### src/rtl/clk_div_ctrl.sv
// clk_div_ctrl: programmable integer clock divider with glitch-free ratio
// changes at period boundaries and clean start/stop sequencing.
module clk_div_ctrl #(
   parameter int DIV_W     = 8,
   parameter int RESET_DIV = 3
) (
   input  logic             clock_in,
   input  logic             reset,
   input  logic             enable,
   input  logic [DIV_W-1:0] div_val,
   input  logic             div_load,
   output logic             div_ack,
   output logic             div_err,
   output logic             clock_out,
   output logic             clk_en,
   output logic             running,
   output logic [DIV_W-1:0] cur_div
);

   typedef enum logic [1:0] {
      ST_IDLE  = 2'd0,
      ST_RUN   = 2'd1,
      ST_DRAIN = 2'd2
   } state_t;

   state_t           state_reg, state_next;
   logic [DIV_W-1:0] cnt_reg, cnt_next;
   logic [DIV_W-1:0] cur_div_reg, cur_div_next;
   logic             pend_valid_reg, pend_valid_next;
   logic [DIV_W-1:0] pend_val_reg, pend_val_next;
   // Rejections that could not be reported because an ack owned that cycle.
   logic [1:0]       err_cnt_reg, err_cnt_next;

   logic             clock_out_reg, clock_out_next;
   logic             clk_en_reg, clk_en_next;
   logic             running_reg, running_next;
   logic             div_ack_reg, div_ack_next;
   logic             div_err_reg, div_err_next;

   logic             load_ok;
   logic             load_bad;
   logic             wrap;
   logic             apply;
   logic [2:0]       err_total;
   logic [DIV_W:0]   half_next;

   // Next-state, ratio application and registered-output precomputation.
   always_comb begin
      load_ok         = div_load && (div_val >= DIV_W'(2));
      load_bad        = div_load && (div_val <  DIV_W'(2));
      wrap            = (state_reg != ST_IDLE) && (cnt_reg == cur_div_reg - DIV_W'(1));

      // A load sampled this cycle joins (and overrides) the pending ratio.
      pend_valid_next = pend_valid_reg || load_ok;
      pend_val_next   = load_ok ? div_val : pend_val_reg;

      state_next      = state_reg;
      cnt_next        = cnt_reg;
      apply           = 1'b0;

      case (state_reg)
         ST_IDLE: begin
            cnt_next = '0;
            apply    = pend_valid_next;
            if (enable) begin
               state_next = ST_RUN;
            end
         end
         default: begin
            // RUN and DRAIN count identically; they differ only at the wrap.
            if (wrap) begin
               cnt_next   = '0;
               apply      = pend_valid_next;
               state_next = enable ? ST_RUN : ST_IDLE;
            end else begin
               cnt_next   = cnt_reg + DIV_W'(1);
               state_next = enable ? ST_RUN : ST_DRAIN;
            end
         end
      endcase

      cur_div_next = cur_div_reg;
      if (apply) begin
         cur_div_next    = pend_val_next;
         pend_valid_next = 1'b0;
      end
      div_ack_next = apply;

      // div_err yields to div_ack; a displaced error is reported one cycle later.
      err_total = {1'b0, err_cnt_reg} + {2'b00, load_bad};
      if (err_total > 3'd3) begin
         err_total = 3'd3;
      end
      if (apply || err_total == 3'd0) begin
         div_err_next = 1'b0;
         err_cnt_next = err_total[1:0];
      end else begin
         div_err_next = 1'b1;
         err_cnt_next = err_total[1:0] - 2'd1;
      end

      half_next      = ({1'b0, cur_div_next} + {{DIV_W{1'b0}}, 1'b1}) >> 1;
      running_next   = (state_next != ST_IDLE);
      clock_out_next = running_next && ({1'b0, cnt_next} < half_next);
      clk_en_next    = running_next && (cnt_next == cur_div_next - DIV_W'(1));
   end

   // State and output registers with synchronous reset.
   always_ff @(posedge clock_in) begin
      if (reset) begin
         state_reg      <= ST_IDLE;
         cnt_reg        <= '0;
         cur_div_reg    <= DIV_W'(RESET_DIV);
         pend_valid_reg <= 1'b0;
         pend_val_reg   <= '0;
         err_cnt_reg    <= '0;
         clock_out_reg  <= 1'b0;
         clk_en_reg     <= 1'b0;
         running_reg    <= 1'b0;
         div_ack_reg    <= 1'b0;
         div_err_reg    <= 1'b0;
      end else begin
         state_reg      <= state_next;
         cnt_reg        <= cnt_next;
         cur_div_reg    <= cur_div_next;
         pend_valid_reg <= pend_valid_next;
         pend_val_reg   <= pend_val_next;
         err_cnt_reg    <= err_cnt_next;
         clock_out_reg  <= clock_out_next;
         clk_en_reg     <= clk_en_next;
         running_reg    <= running_next;
         div_ack_reg    <= div_ack_next;
         div_err_reg    <= div_err_next;
      end
   end

   assign clock_out = clock_out_reg;
   assign clk_en    = clk_en_reg;
   assign running   = running_reg;
   assign div_ack   = div_ack_reg;
   assign div_err   = div_err_reg;
   assign cur_div   = cur_div_reg;

endmodule

### config.mk
export PLATFORM = sky130hd
export DESIGN_NAME = clk_div_ctrl
export DESIGN_NICKNAME = d
export VERILOG_FILES = /design/src/rtl/clk_div_ctrl.sv
export SDC_FILE = /design/constraint.sdc
export NUM_CORES = 1
export LEC_CHECK = 0
export ABC_AREA = 1
export BUFFER_PORTS_ARGS = -buffer_cell sky130_fd_sc_hd__buf_2
export CORE_MARGIN = 1.5
export CORE_UTILIZATION = 35
export CTS_CLUSTER_SIZE = 20
export DETAILED_ROUTE_END_ITERATION = 10
export GPL_ROUTABILITY_DRIVEN = 0
export PLACE_DENSITY_LB_ADDON = 0.05
export SLEW_MARGIN = 20
export SYNTH_ARGS = -nofsm -noshare
export SYNTH_HDL_FRONTEND = slang
export SYNTH_SLANG_ARGS = --single-unit
### constraint.sdc
create_clock -name clock_in -period 5.6 [get_ports clock_in]
set_clock_uncertainty 0.15 [all_clocks]
set_input_delay 0.28 -clock clock_in [delete_from_list [all_inputs] [get_ports clock_in]]
set_output_delay 0.28 -clock clock_in [all_outputs]
set_load 0.03 [all_outputs]
==> impl_metrics.env, run 1 <==
export IMPL_synth_fa_ha_area_frac=0.0674
export IMPL_critPathCaptureType="flip-flop"
export IMPL_synth_compound_area_frac=0.0425
export IMPL_drt_iter0_drc=114
export IMPL_drive_above_1_share=0.188
export IMPL_synth_top_area_frac=0.282
export IMPL_post_route_util=0.407
export IMPL_rows=30
export IMPL_maxSlewViolCount=0
export IMPL_root_buffer="clkbuf_8"
export IMPL_hold_viol_final=0
export IMPL_die_h_um=86.0
export IMPL_status="complete, no violations"
export IMPL_globalRouteOverflowTotal=0
export IMPL_h_tree_depth=2
export IMPL_avgViaCountPerCell=4.58
export IMPL_yosysMostFrequentCell="nand2_1"
export IMPL_start_kind="flip-flop"
export IMPL_synthDistinctLibCells=32
export IMPL_grt_pass1_vias=2151
export IMPL_nFillCells=749
export IMPL_async_flop_share=0
export IMPL_critPathRequiredTime_ns=5.68
export IMPL_postCtsSetupRepairBufs=0
export IMPL_cts_tree="built"
export IMPL_grt_max_degree=22
export IMPL_cap_violations=0
export IMPL_ant_nets=0
export IMPL_hp_class="in -> reg"
export IMPL_peakVddDrop_mv=0.134
export IMPL_synth_common_cells="nand2_1 (81), nor2_1 (63), inv_1 (48)"
export IMPL_synthXorXnorAreaFrac=0.0544
export IMPL_wirelength_mm=6.06
export IMPL_syn_nets=388
export IMPL_die_area_um2=7400
export IMPL_synth_edf_count=0
export IMPL_post_synth_top_area_cell="dfxtp_1"
export IMPL_grt_usage=0.184
export IMPL_p_leak_nw=1.38
export IMPL_firstDrtPassIters=4
export IMPL_synth_area_mux_share=0.00829
export IMPL_num_antenna_cells=0
export IMPL_synthCells=363
export IMPL_fmax_mhz=276
export IMPL_dp_hpwl_mm=4.89
export IMPL_finalCritPeriodShare=0.647
export IMPL_port_buffers=24
export IMPL_setup_viol=0
export IMPL_powerDensity_nw_per_um2=290
export IMPL_regArea_um2=681
export IMPL_synth_seq_area_share=0.282
export IMPL_numCtsBuffers=5
export IMPL_vias=2148
export IMPL_fin_nets=413
export IMPL_p_total_uw=792
export IMPL_fin_crit_ns=3.62
export IMPL_clk_latency_ns=0.29
export IMPL_fin_tns_setup_ns=0
export IMPL_clockBufferDepth=2
export IMPL_initial_core_util=0.359
export IMPL_core_region_area_um2=6720
export IMPL_critPathKind="reg -> reg"
export IMPL_clk_pin_slew_ns=0.08
export IMPL_cts_sinks=34
export IMPL_worst_pin_slew_ns=0.465
export IMPL_arrival_ns=3.70
export IMPL_drc=0
export IMPL_ys_seq_elements=34
export IMPL_cp_max_fo=18
export IMPL_syn_area_um2=2410
export IMPL_synth_area_top_cells="dfxtp_1 (28%), nand2_1 (13%), nor2_1 (9.8%)"
export IMPL_multi_input_comb_area_um2=1500
export IMPL_ys_flop_type="dfxtp_1"
export IMPL_avgSynthCellArea_um2=6.65
export IMPL_grt_pass1_wl_mm=10.5
export IMPL_num_io_pins=25
export IMPL_synth_simple_area_share=0.448
export IMPL_die_w_um=86.0
export IMPL_synth_top_family_by_area="simple AND/OR/NAND/NOR gates"
export IMPL_rsz0062_at_grt="no"
export IMPL_wl_per_cell_um=12.9
export IMPL_area_delta_synth_final_pct=13.3
export IMPL_relSlewSlack=0.686
export IMPL_grt_antenna_before_repair=0
export IMPL_ys_warn_count=0
## cells by family (layout without fill, tap and decap cells)
kind of cell	Yosys count	after routing
XOR/XNOR	15	15
buffers and inverters	57	83
flip-flops	34	34
AO/OA/AOI/OAI	19	19
AND/OR/NAND/NOR	223	223
multiplexers	2	2
adder cells (fa/ha/maj)	13	13
## final timing paths
path,from,endpoint,slack (ns),depth (start not counted)
hold reg to reg,pend_val_reg[6]$_SDFF_PP0_,pend_val_reg[6]$_SDFF_PP0_,0.37,2
setup / recovery,cur_div[0]$_SDFF_PP1_,clock_out$_SDFF_PP0_,1.98,24
setup reg to reg,cur_div[0]$_SDFF_PP1_,clock_out$_SDFF_PP0_,1.98,24
hold / removal,div_val[6],pend_val_reg[6]$_SDFF_PP0_,0.13,3
## what timing repair did
item / CTS / global route
hold endpoints to repair: 1 / 0
hold buffers: 1 / 0
resized for setup: 0 / 0
## area by class of cell
class	count	area share
multi-input cells	272	0.548
flip-flops and latches	34	0.249
inverters	50	0.0686
repair buffers	25	0.0476
well taps	80	0.0366
clock buffers	5	0.0252
clock inverters	3	0.0252
## power by group
group | total [mW] | switching (mW) | internal [mW]
sequential | 0.276 | 0.0138 | 0.262
clock | 0.281 | 0.102 | 0.178
combinational | 0.236 | 0.157 | 0.0784
## metal layers
metal  GRT usage  share of wire  vias up
li1            -              -     1173
met1       0.245           0.50      935
met2       0.303           0.45       32
met3      0.0318          0.031        8
met4      0.0587          0.015        0
met5           0              0        -
## placed cells by master, fill, tap and decap left out, drive strengths merged
| cell type | n |
|---|---|
| a21oi | 8 |
| buf | 24 |
| bufinv | 2 |
| clkbuf | 5 |
| clkinv | 1 |
| dfxtp | 34 |
| dlygate4sd3 | 1 |
| ha | 13 |
| inv | 50 |
| mux2i | 2 |
| nand2 | 101 |
| nand3 | 36 |
| nand3b | 2 |
| nand4 | 3 |
| nor2 | 71 |
| nor3 | 4 |
| o211ai | 2 |
| o21a | 1 |
| o21ai | 8 |
| or2 | 6 |
| xnor2 | 5 |
| xor2 | 10 |
## critical path, cell delays in order (launching register included)
cell and delay (ns):
dfxtp_1 0.44, inv_2 0.11, ha_1 0.32, inv_1 0.06, nand2_1 0.04, nand2_1 0.05
nand2_1 0.05, nor2_1 0.09, nand2_1 0.06, nor2_2 0.12, nand3_4 0.14, nand2_8 0.16
nand2_4 0.15, nand2_1 0.11, nand2_2 0.12, inv_1 0.08, ha_1 0.17, nand3_1 0.12
nor2_1 0.14, nand2_1 0.08, xor2_1 0.14, ha_1 0.28, a21oi_1 0.14, o211ai_1 0.09
a21oi_1 0.11
## stage by stage
step	hold WS [ns]	setup slack [ns]	cell area (um2)	instances
after floorplan	0.202	2.19	2410	363
after global placement	0.302	2.07	2590	460
after detailed placement	0.305	1.99	2590	460
after CTS	0.144	1.95	2730	469
after global routing	0.148	1.51	2730	469
final	0.128	1.98	2730	469
Power figures use the tool's default switching activity.
==> inputs of run 2 (changes only) <==
Clock period 5.6 ns to 3.8 ns, I/O delays scaled along.
==> impl_metrics.env, run 2 (synthesis gave the netlist of run 1 again) <==
export IMPL_clk_pin_slew_ns=0.08
export IMPL_start_kind="flip-flop"
export IMPL_powerDensity_nw_per_um2=406
export IMPL_die_h_um=86.0
export IMPL_port_buffers=24
export IMPL_hold_ws_ns=0.0499
export IMPL_drc=0
export IMPL_post_route_util=0.409
export IMPL_met3_length_um=184
export IMPL_nFillCells=752
export IMPL_grt_pass1_wl_mm=10.4
export IMPL_power_frac_comb=0.319
export IMPL_maxSlewViolCount=0
export IMPL_h_tree_depth=2
export IMPL_num_io_pins=25
export IMPL_finalCritPeriodShare=0.935
export IMPL_hp_class="in -> reg"
export IMPL_p_sw_frac=0.358
export IMPL_peakVddDrop_mv=0.155
export IMPL_root_buffer="clkbuf_8"
export IMPL_fin_nets=417
export IMPL_critPathCaptureType="flip-flop"
export IMPL_numCtsBuffers=5
export IMPL_p_leak_nw=1.38
export IMPL_vias=2179
export IMPL_die_area_um2=7400
export IMPL_relSlewSlack=0.648
export IMPL_pwr_share_seq=0.364
export IMPL_cp_max_fo=10
export IMPL_grt_pass1_vias=2123
export IMPL_wl_per_cell_um=13.2
export IMPL_area_delta_synth_final_pct=13.8
export IMPL_p_sw_uw=399
export IMPL_grt_usage=0.185
export IMPL_setup_viol=0
export IMPL_clockBufferDepth=2
export IMPL_worst_pin_slew_ns=0.523
export IMPL_hold_viol_final=0
export IMPL_wl_met1_mm=3.19
export IMPL_regArea_um2=682
export IMPL_grt_antenna_before_repair=0
export IMPL_final_common_cell="nand2_1"
export IMPL_internal_power_uw=717
export IMPL_wl_met2_mm=2.74
export IMPL_grt_max_degree=22
export IMPL_wirelength_mm=6.22
export IMPL_drive_above_1_share=0.199
export IMPL_cap_violations=0
export IMPL_dp_hpwl_mm=4.94
export IMPL_status="complete, no violations"
export IMPL_highest_layer="met4"
export IMPL_cts_sinks=34
export IMPL_clk_latency_ns=0.29
export IMPL_fin_cells=472
export IMPL_critPathKind="reg -> reg"
export IMPL_dp_cells=461
export IMPL_clkPwrFrac=0.317
export IMPL_drt_iter0_drc=80
export IMPL_firstDrtPassIters=4
export IMPL_arrival_ns=3.63
export IMPL_avgViaCountPerCell=4.62
export IMPL_fin_crit_ns=3.55
export IMPL_multi_input_comb_area_um2=1510
export IMPL_die_w_um=86.0
export IMPL_core_region_area_um2=6720
export IMPL_fmax_mhz=281
export IMPL_num_antenna_cells=0
export IMPL_globalRouteOverflowTotal=0
export IMPL_initial_core_util=0.359
export IMPL_critPathRequiredTime_ns=3.88
export IMPL_layout_common_cells="nand2_1 (81), nor2_1 (62), inv_1 (48)"
export IMPL_cts_tree="built"
export IMPL_ant_nets=0
export IMPL_rows=30
## run 2: final timing paths
kind / startpoint / endpoint / slack, ns / depth (start not counted)
hold reg to reg: pend_val_reg[1]$_SDFF_PP0_ / pend_val_reg[1]$_SDFF_PP0_ / 0.37 / 2
hold / removal: div_val[1] / pend_val_reg[1]$_SDFF_PP0_ / 0.05 / 3
setup reg to reg: cur_div[0]$_SDFF_PP1_ / clock_out$_SDFF_PP0_ / 0.25 / 24
setup / recovery: cur_div[0]$_SDFF_PP1_ / clock_out$_SDFF_PP0_ / 0.25 / 24
## run 2: routing by layer
layer,global-route usage,vias up
met5,0,-
met4,0.0674,0
met3,0.0279,9
met2,0.296,30
met1,0.252,958
li1,-,1182
## run 2: power groups by stage
stage	Sequential (mW)	Combinational, mW	Clock [mW]
global route	0.411	0.402	0.373
finish	0.407	0.355	0.353
global placement	0.415	0.349	0
detailed placement	0.415	0.350	0
floorplan	0.439	0.251	0
CTS	0.407	0.353	0.362
## run 2: layout make-up
type | instances | area share
sequential | 34 | 0.248
inverter | 50 | 0.0683
multi-input combinational | 272 | 0.548
tap | 80 | 0.0364
timing repair buffer | 29 | 0.0583
clock inverter | 1 | 0.0109
clock buffer | 6 | 0.0301
## run 2: critical path: stages, from the launching register on
cell and delay (ns):
dfxtp_2 0.40, inv_2 0.09, ha_1 0.31, inv_1 0.06, nand2_1 0.04, nand2_1 0.05, nand2_1 0.05, nor2_1 0.09
nand2_1 0.06, nor2_2 0.13, nand3_4 0.16, nand2_8 0.14, buf_4 0.14, nand3_1 0.15, nand2_4 0.17, inv_1 0.05
ha_1 0.20, nand3_1 0.14, nor2_2 0.06, nand2_1 0.07, xor2_1 0.15, ha_1 0.26, a21oi_1 0.15, o211ai_1 0.10
a21oi_1 0.11
## run 2: repair_timing
| item | in CTS | in global routing |
|---|---|---|
| hold endpoints to repair | 2 | 0 |
| resized for setup | 0 | 3 |
| hold buffers | 1 | 0 |
| setup buffers | 0 | 3 |
| setup endpoints to repair | 0 | 1 |
## run 2: per-stage QoR
step | cell area (um2) | power, mW | TNS (ns) | setup WS (ns)
6_report | 2750 | 1.12 | 0 | 0.246
5_1_grt | 2750 | 1.19 | -0.00458 | -0.00458
4_1_cts | 2720 | 1.12 | 0 | 0.108
3_5_place_dp | 2590 | 0.765 | 0 | 0.128
3_3_place_gp | 2590 | 0.764 | 0 | 0.262
2_1_floorplan | 2410 | 0.689 | 0 | 0.388
